<file path="src/rtl/apb_gpio_slave.sv">
// apb_gpio_slave: APB3 completer holding a GPIO register bank with optional edge-detect IRQ.
// Latency: PREADY rises 1+WAIT_STATES cycles after the setup cycle (2+WAIT_STATES cycle transfer).
// Backpressure: the completer stalls the bridge with PREADY=0 for WAIT_STATES access cycles.
//
// Ports:
//   PCLK, PRESET            clock and synchronous active-high reset
//   PSEL, PENABLE, PWRITE,
//   PADDR[7:0], PWDATA[31:0] APB request from the bridge (PADDR[1:0] ignored)
//   PRDATA, PREADY, PSLVERR  registered APB response
//   GPIO_IN                 asynchronous pad inputs (2-flop synchronized)
//   GPIO_OUT, GPIO_OE       output and output-enable registers
//   IRQ                     registered interrupt, |(IRQ_STAT & IRQ_EN)
//
// Build option: define APB_GPIO_IRQ_EN to build the edge detector and the
// IRQ_EN / IRQ_STAT / EDGE_POL registers. Without it those addresses decode
// as unmapped (PSLVERR=1) and IRQ is tied low.
//
// Register map (word index = PADDR[7:2]):
//   0x00 OUT rw, 0x04 OE rw, 0x08 IN ro, 0x0C IRQ_EN rw,
//   0x10 IRQ_STAT w1c, 0x14 EDGE_POL rw (1 = rising, 0 = falling)

module apb_gpio_slave #(
    parameter int unsigned GPIO_W      = 8,
    parameter int unsigned WAIT_STATES = 1
) (
    input  logic              PCLK,
    input  logic              PRESET,
    input  logic              PSEL,
    input  logic              PENABLE,
    input  logic              PWRITE,
    input  logic [7:0]        PADDR,
    input  logic [31:0]       PWDATA,
    output logic [31:0]       PRDATA,
    output logic              PREADY,
    output logic              PSLVERR,
    input  logic [GPIO_W-1:0] GPIO_IN,
    output logic [GPIO_W-1:0] GPIO_OUT,
    output logic [GPIO_W-1:0] GPIO_OE,
    output logic              IRQ
);

    localparam logic [3:0] WAIT_INIT = 4'(WAIT_STATES);

    localparam logic [5:0] IDX_OUT  = 6'd0;
    localparam logic [5:0] IDX_OE   = 6'd1;
    localparam logic [5:0] IDX_IN   = 6'd2;
    localparam logic [5:0] IDX_EN   = 6'd3;
    localparam logic [5:0] IDX_STAT = 6'd4;
    localparam logic [5:0] IDX_POL  = 6'd5;

    // The setup phase is the cycle in which IDLE samples PSEL & ~PENABLE;
    // ACCESS covers every access-phase cycle up to and including the
    // PREADY cycle. Because PREADY is registered, it is raised one edge
    // ahead: on the edge where the wait counter would reach zero.
    typedef enum logic {
        ST_IDLE,
        ST_ACCESS
    } state_t;

    state_t            state_q, state_d;
    logic [3:0]        cnt_q, cnt_d;
    logic              pready_q, pready_d;
    logic              pslverr_q, pslverr_d;
    logic [31:0]       prdata_q, prdata_d;
    logic              finish;
    logic              commit;

    logic [5:0]        idx;
    logic [GPIO_W-1:0] wdat;
    logic              addr_ok;
    logic              acc_err;
    logic [31:0]       rd_dat;

    logic [GPIO_W-1:0] out_q, out_d;
    logic [GPIO_W-1:0] oe_q, oe_d;
    logic [GPIO_W-1:0] sync1_q, sync2_q;

    // Byte lane bits and write data above GPIO_W carry no meaning here.
    logic              unused_bits;
    assign unused_bits = ^{PADDR[1:0], PWDATA};

    assign idx  = PADDR[7:2];
    assign wdat = PWDATA[GPIO_W-1:0];

`ifdef APB_GPIO_IRQ_EN
    logic [GPIO_W-1:0] prev_q;
    logic [GPIO_W-1:0] en_q, en_d;
    logic [GPIO_W-1:0] stat_q, stat_d;
    logic [GPIO_W-1:0] pol_q, pol_d;
    logic [GPIO_W-1:0] rise, fall, edge_hit;
    logic              irq_q, irq_d;
`endif

    // ------------------------------------------------------------------
    // Address decode and read mux
    // ------------------------------------------------------------------
    always_comb begin
        addr_ok = 1'b0;
        rd_dat  = '0;
        case (idx)
            IDX_OUT: begin
                addr_ok                = 1'b1;
                rd_dat[GPIO_W-1:0]     = out_q;
            end
            IDX_OE: begin
                addr_ok                = 1'b1;
                rd_dat[GPIO_W-1:0]     = oe_q;
            end
            IDX_IN: begin
                addr_ok                = 1'b1;
                rd_dat[GPIO_W-1:0]     = sync2_q;
            end
`ifdef APB_GPIO_IRQ_EN
            IDX_EN: begin
                addr_ok                = 1'b1;
                rd_dat[GPIO_W-1:0]     = en_q;
            end
            IDX_STAT: begin
                addr_ok                = 1'b1;
                rd_dat[GPIO_W-1:0]     = stat_q;
            end
            IDX_POL: begin
                addr_ok                = 1'b1;
                rd_dat[GPIO_W-1:0]     = pol_q;
            end
`endif
            default: ;
        endcase
        // IN is read-only: writing it is an error, not a silent drop.
        acc_err = !addr_ok || (PWRITE && (idx == IDX_IN));
    end

    // ------------------------------------------------------------------
    // Transfer FSM
    // ------------------------------------------------------------------
    always_comb begin
        state_d   = state_q;
        cnt_d     = cnt_q;
        pready_d  = 1'b0;
        pslverr_d = 1'b0;
        prdata_d  = '0;
        commit    = 1'b0;
        finish    = 1'b0;
        case (state_q)
            ST_IDLE: begin
                // PSEL & PENABLE seen here is a protocol violation: ignored.
                if (PSEL && !PENABLE) begin
                    state_d = ST_ACCESS;
                    cnt_d   = WAIT_INIT;
                    finish  = (WAIT_INIT == 4'd0);
                end
            end
            ST_ACCESS: begin
                if (pready_q) begin
                    // PREADY cycle: the closing edge commits the write.
                    state_d = ST_IDLE;
                    commit  = PWRITE && !pslverr_q;
                end else begin
                    cnt_d  = cnt_q - 4'd1;
                    finish = (cnt_q == 4'd1);
                end
            end
            default: state_d = ST_IDLE;
        endcase
        if (finish) begin
            pready_d  = 1'b1;
            pslverr_d = acc_err;
            prdata_d  = (PWRITE || acc_err) ? 32'd0 : rd_dat;
        end
    end

    // ------------------------------------------------------------------
    // Register bank next state
    // ------------------------------------------------------------------
    always_comb begin
        out_d = out_q;
        oe_d  = oe_q;
        if (commit) begin
            case (idx)
                IDX_OUT: out_d = wdat;
                IDX_OE:  oe_d  = wdat;
                default: ;
            endcase
        end
    end

    always_ff @(posedge PCLK) begin
        if (PRESET) begin
            state_q   <= ST_IDLE;
            cnt_q     <= '0;
            pready_q  <= 1'b0;
            pslverr_q <= 1'b0;
            prdata_q  <= '0;
            out_q     <= '0;
            oe_q      <= '0;
            sync1_q   <= '0;
            sync2_q   <= '0;
        end else begin
            state_q   <= state_d;
            cnt_q     <= cnt_d;
            pready_q  <= pready_d;
            pslverr_q <= pslverr_d;
            prdata_q  <= prdata_d;
            out_q     <= out_d;
            oe_q      <= oe_d;
            sync1_q   <= GPIO_IN;
            sync2_q   <= sync1_q;
        end
    end

`ifdef APB_GPIO_IRQ_EN
    // ------------------------------------------------------------------
    // Edge detect and interrupt registers
    // ------------------------------------------------------------------
    assign rise     = sync2_q & ~prev_q;
    assign fall     = ~sync2_q & prev_q;
    assign edge_hit = (pol_q & rise) | (~pol_q & fall);

    always_comb begin
        en_d   = en_q;
        pol_d  = pol_q;
        stat_d = stat_q;
        if (commit) begin
            case (idx)
                IDX_EN:   en_d   = wdat;
                IDX_STAT: stat_d = stat_q & ~wdat;
                IDX_POL:  pol_d  = wdat;
                default: ;
            endcase
        end
        // OR-ing the edge in after the clear makes a same-cycle set win.
        stat_d = stat_d | edge_hit;
        irq_d  = |(stat_q & en_q);
    end

    always_ff @(posedge PCLK) begin
        if (PRESET) begin
            prev_q <= '0;
            en_q   <= '0;
            stat_q <= '0;
            pol_q  <= '0;
            irq_q  <= 1'b0;
        end else begin
            prev_q <= sync2_q;
            en_q   <= en_d;
            stat_q <= stat_d;
            pol_q  <= pol_d;
            irq_q  <= irq_d;
        end
    end

    assign IRQ = irq_q;
`else
    assign IRQ = 1'b0;
`endif

    assign PRDATA   = prdata_q;
    assign PREADY   = pready_q;
    assign PSLVERR  = pslverr_q;
    assign GPIO_OUT = out_q;
    assign GPIO_OE  = oe_q;

endmodule

</file>
<file path="config.mk">
export PLATFORM = sky130hd
export DESIGN_NAME = apb_gpio_slave
export DESIGN_NICKNAME = d
export VERILOG_FILES = /design/src/rtl/apb_gpio_slave.sv
export SDC_FILE = /design/constraint.sdc
export NUM_CORES = 1
export LEC_CHECK = 0
export ABC_AREA = 1
export BUFFER_PORTS_ARGS = -buffer_cell sky130_fd_sc_hd__buf_2
export CAP_MARGIN = 10
export CORE_UTILIZATION = 50
export DETAILED_ROUTE_END_ITERATION = 7
export PLACE_DENSITY = 0.85
export SYNTH_ARGS = -nofsm -noshare
export SYNTH_HDL_FRONTEND = slang
export SYNTH_SLANG_ARGS = --single-unit
</file>
<file path="constraint.sdc">
create_clock -name PCLK -period 2.24 [get_ports PCLK]
set_input_delay 0.112 -clock PCLK [delete_from_list [all_inputs] [get_ports PCLK]]
set_output_delay 0.112 -clock PCLK [all_outputs]
set_load 0.03 [all_outputs]
</file>
==> results of run 1 <==
==> final cells by class <==
cell class	instances	area share [%]
clock buffers	6	3.34
multi-input cells	186	37.2
clock inverters	1	0.354
well taps	50	2.53
flip-flops and latches	47	38.0
inverters	47	7.12
repair buffers	55	11.4
==> metal layers <==
| metal | routed length, um | part of all wire (%) | vias to the layer above | global-route usage (%) |
|---|---|---|---|---|
| met5 | 0 | 0 | - | 0 |
| met4 | 73 | 1.8 | 0 | 8.59 |
| met3 | 250 | 6.1 | 9 | 4.67 |
| met2 | 2110 | 51 | 73 | 33.0 |
| met1 | 1690 | 41 | 779 | 21.4 |
| li1 | - | - | 941 | - |
==> cells in the mapped netlist, types with 2 or more instances <==
cell,number,area [um2]
clkbuf_1,3,11.3
a21oi_1,6,30.0
inv_2,2,7.51
nor2_1,38,143
nor2_4,4,45.0
inv_1,44,165
nand3_1,12,60.1
dfxtp_1,47,941
ha_1,2,25.0
nand2_1,52,195
nand2_2,2,12.5
nand4_1,21,131
nor2_2,17,106
buf_2,2,10.0
buf_4,28,210
==> critical path, stage by stage, from the launching register on <==
cell and delay (ns):
dfxtp_1 0.41, inv_1 0.08, nor2_1 0.13, nand4_1 0.12
nor2_1 0.41, nand2_1 0.12, inv_1 0.07
==> stage by stage <==
step / hold WS (ns) / instances / instance area, um2 / util (%)
final: 0.00763 / 392 / 2480 / 60.2
after global routing: 0.00445 / 392 / 2480 / 60.2
after CTS: 0.00627 / 392 / 2480 / 60.2
after detailed placement: 0.318 / 385 / 2380 / 58.0
after global placement: 0.320 / 385 / 2380 / 58.0
after floorplan: 0.219 / 314 / 2290 / -
==> flip-flops by register name (all words and copies together), names as in the netlist <==
register	flops
GPIO_OE	8
GPIO_OUT	8
PRDATA	8
PREADY	1
PSLVERR	1
cnt_q	4
state_q	1
sync1_q	8
sync2_q	8
==> power groups by stage <==
stage | combinational [uW] | sequential, uW | clock, uW
finish | 184 | 865 | 522
global route | 203 | 867 | 575
CTS | 183 | 865 | 529
detailed placement | 183 | 885 | 0
global placement | 177 | 884 | 0
floorplan | 171 | 883 | 0
==> final timing paths <==
check,from,endpoint
setup / recovery,state_q,PRDATA[3]
hold / removal,GPIO_IN[6],sync1_q[6]
setup reg to reg,state_q,PRDATA[3]
hold reg to reg,sync1_q[5],sync2_q[5]
==> kinds of logic (layout without fill, tap and decap cells) <==
family	Yosys count	after routing	share of synthesized area, %
simple gates	151	151	34.6
buf+inv	81	109	19.3
flops	47	47	42.8
compound gates	7	7	1.60
fa+ha+maj	2	2	1.14
other cells	1	25	0.171
xor+xnor	1	1	0.399
==> placed cells by master, fill, tap and decap left out, drive strengths merged, types with 2 or more instances in the layout <==
cell / count
clkbuf: 6
a21oi: 6
nor2: 60
inv: 47
dfxtp: 47
nand3: 14
buf: 55
nand4: 22
ha: 2
conb: 25
nand2: 54
==> flow_summary.json, run 1 <==
{
  "outcome": "completed",
  "syn-cell-area_um2": 2200,
  "pwr-share-seq_pct": 55.0,
  "worstPathRequired_ns": 2.49,
  "clock-sinks": 47,
  "clkPwrFrac_pct": 33.2,
  "setup-tns-final_ns": 0,
  "hold_violations": 0,
  "die_area_um2": 4660,
  "antenna_found_initial": 0,
  "drc_errors": 0,
  "yosysWarnings": 0,
  "syn_area_per_cell_um2": 7.57,
  "clkLatencyLatePin_ns": 0.30,
  "worstSetupEndpointType": "flip-flop",
  "fmax_ghz": 0.717,
  "rrSetupSlack_ns": 0.85,
  "track_usage_pct": 18.9,
  "numCtsBuffers": 5,
  "p_leak_uw": 0.00133,
  "num_vias": 1802,
  "yosysSeqAreaShare_pct": 42.8,
  "fin_skew_ns": 0.00722,
  "postSynthCellCount": 290,
  "ant_nets": 0,
  "setup_viol": 0,
  "cts_setup_buffers": 0,
  "worst-slew-pin-transition_ns": 0.507,
  "p_per_area_nw_per_um2": 635,
  "cp.arrival_ns": 1.64,
  "gp_congestion": 0.805,
  "htreeDepth": 2,
  "rsz0062_at_grt": "no",
  "swShare_pct": 26.7,
  "drt_iter0_drc": 148,
  "async_flop_share_pct": 0,
  "fp.dieW_um": 68.3,
  "peakVddDrop_mv": 0.336,
  "switchingPower_uw": 420,
  "multi_input_area_um2": 922,
  "period_needed_ns": 1.39,
  "register_area_um2": 941,
  "grt_max_degree": 22,
  "wl_per_cell_um": 10.5,
  "power_frac_comb_pct": 11.7,
  "fill_cells": 400,
  "cts_tree": "yes",
  "clk_pin_slew_ns": 0.08,
  "row_count": 23,
  "rr_worst_depth": 6,
  "finalPower_uw": 1570,
  "grt_pass1_wl_mm": 6.42,
  "core-area_um2": 4120,
  "initial_core_util_pct": 53.4,
  "synth.distinct_cells": 25,
  "wl_mm": 4.12,
  "drive_above_1_share_pct": 26.9,
  "holdPathStages": 3,
  "viasPerCell": 4.60,
  "final_nets": 397,
  "hp-class": "in -> reg",
  "slew_headroom_pct": 66.1,
  "clock_path_buffers": 2,
  "areaGrowthSynthToFinish_pct": 12.8,
  "grt_pass1_vias": 1499,
  "hold_buffers": 0,
  "antennaDiodeCount": 0,
  "synth_edf_count": 0,
  "place_worst_setup_slack_ns": 0.794,
  "dieHeight_um": 68.3,
  "fin_crit_sh_pct": 62.3,
  "synth-seq-cells": 47,
  "start_kind": "flip-flop",
  "setup_ws_ns": 0.845,
  "portBuffers": 52,
  "overflow": 0,
  "cts_resized": 0,
  "critPathMaxFanout": 8,
  "dp_hpwl_mm": 3.10,
  "path_class": "reg -> reg",
  "io_pins": 104,
  "finalMaxSlewViolations": 0,
  "internal-power_uw": 1150,
  "cts-root-buf": "clkbuf_8",
  "first_pass_iters": 4,
  "drv_cap": 0,
  "synthFlopType": "dfxtp_1"
}
(Power assumes the default switching activity.)
==> run 2, diff against run 1 <==
- CORE_UTILIZATION: 50 -> 42
- PLACE_DENSITY: 0.85 -> 0.76
- clock period: 2.24 -> 1.24 ns (I/O delays scaled with it)
==> flow_summary.json, run 2 (same netlist as run 1, synthesis figures left out) <==
{
  "hold_violations": 0,
  "hold_slack_ns": 0.0597,
  "pwr-share-seq_pct": 53.8,
  "grt_pass1_vias": 1652,
  "ant_nets": 0,
  "setup-tns-final_ns": 0,
  "place_inst": 409,
  "row_count": 25,
  "dieHeight_um": 74.3,
  "htreeDepth": 2,
  "fin_util_pct": 55.4,
  "outcome": "completed",
  "fill_cells": 485,
  "finalPower_uw": 2910,
  "fin_cells": 430,
  "fp.dieW_um": 74.3,
  "finalMaxSlewViolations": 0,
  "clock_path_buffers": 2,
  "fin_crit_sh_pct": 94.0,
  "drt_iter0_drc": 109,
  "clk_pin_slew_ns": 0.08,
  "drive_above_1_share_pct": 30.6,
  "clkPwrFrac_pct": 33.7,
  "antenna_found_initial": 0,
  "register_area_um2": 946,
  "swShare_pct": 25.5,
  "worstSetupEndpointType": "flip-flop",
  "power_frac_comb_pct": 12.6,
  "p_per_area_nw_per_um2": 1080,
  "num_vias": 1831,
  "final_nets": 417,
  "viasPerCell": 4.26,
  "switchingPower_uw": 741,
  "most-common-layout-cells": "nand2_1, buf_2, dfxtp_1",
  "path_class": "reg -> reg",
  "overflow": 0,
  "p_leak_uw": 0.00142,
  "cts_tree": "yes",
  "die_area_um2": 5520,
  "setup_viol": 0,
  "peakVddDrop_mv": 0.513,
  "track_usage_pct": 17.0,
  "wl_mm": 4.28,
  "core-area_um2": 4880,
  "drv_cap": 0,
  "clock-sinks": 47,
  "holdPathStages": 3,
  "grt_max_degree": 21,
  "cp_cell_sequence": "nand4_4 > nor2_8 > buf_4 > nor2_2 > nor2_2",
  "cpPeakStageDelay_ns": 0.38,
  "start_kind": "flip-flop",
  "clkLatencyLatePin_ns": 0.30,
  "crit_top_cell": "nor2_2",
  "dp_hpwl_mm": 3.17,
  "fin_skew_ns": 0.00710,
  "cp.arrival_ns": 1.40,
  "hp-class": "in -> reg",
  "rr_worst_depth": 5,
  "portBuffers": 52,
  "rrSetupSlack_ns": 0.07,
  "multi_input_area_um2": 933,
  "wl_per_cell_um": 9.95,
  "numCtsBuffers": 5,
  "fmax_ghz": 0.858,
  "rsz0062_at_grt": "no",
  "slowest_stage": "dfxtp_2",
  "critPathMaxFanout": 16,
  "drc_errors": 0,
  "gp_congestion": 0.770,
  "grt_pass1_wl_mm": 6.97,
  "initial_core_util_pct": 45.0,
  "io_pins": 104,
  "internal-power_uw": 2170,
  "antennaDiodeCount": 0,
  "cts-root-buf": "clkbuf_8",
  "period_needed_ns": 1.17,
  "first_pass_iters": 4,
  "worstPathRequired_ns": 1.48,
  "areaGrowthSynthToFinish_pct": 23.2
}
## run 2: layout make-up
class,instances,share of cell area (%)
clock buffer,8,3.70
sequential,47,35.0
timing repair buffer,75,17.2
inverter,47,6.52
multi-input combinational,186,34.5
tap,67,3.10
## run 2: repair_timing
item | 4_1_cts | 5_1_grt
setup endpoints to repair | 0 | 17
endpoints found under the hold margin | 8 | 0
hold buffers | 8 | 0
resized for setup | 0 | 6
buffers inserted | 0 | 5
## run 2: critical path, delay by kind of cell (launching register included)
kind / cells / cell delay [ns]
buffers and inverters: 1 / 0.17
AND/OR/NAND/NOR: 4 / 0.55
flip-flops: 1 / 0.38
## run 2: worst paths after layout
path              startpoint         end
setup reg to reg      PREADY  GPIO_OE[6]
setup / recovery      PREADY  GPIO_OE[6]
hold / removal      PADDR[3]     PSLVERR
hold reg to reg   sync1_q[2]  sync2_q[2]
## run 2: power by group through the flow
| stage | Clock (uW) | Combinational [uW] | Sequential [uW] |
|---|---|---|---|
| after floorplan | 0 | 309 | 1600 |
| after global placement | 0 | 335 | 1600 |
| after detailed placement | 0 | 344 | 1600 |
| after CTS | 999 | 364 | 1560 |
| after global routing | 1070 | 405 | 1570 |
| final | 979 | 365 | 1570 |
## run 2: per-layer routing
metal / routed length, um / vias up / global-route usage, % / share of wire [%]
met1: 1870 / 773 / 20.7 / 44
met5: 0 / - / 0 / 0
met3: 290 / 9 / 4.20 / 6.8
li1: - / 977 / - / -
met4: 104 / 0 / 9.64 / 2.4
met2: 2010 / 72 / 27.7 / 47
## run 2: stage by stage
step | instance area [um2] | setup WS, ns
4_1_cts | 2660 | 0.0183
3_5_place_dp | 2480 | 0.0276
2_1_floorplan | 2300 | 0.0226
5_1_grt | 2710 | 0.00431
6_report | 2710 | 0.0746
3_3_place_gp | 2480 | 0.0729
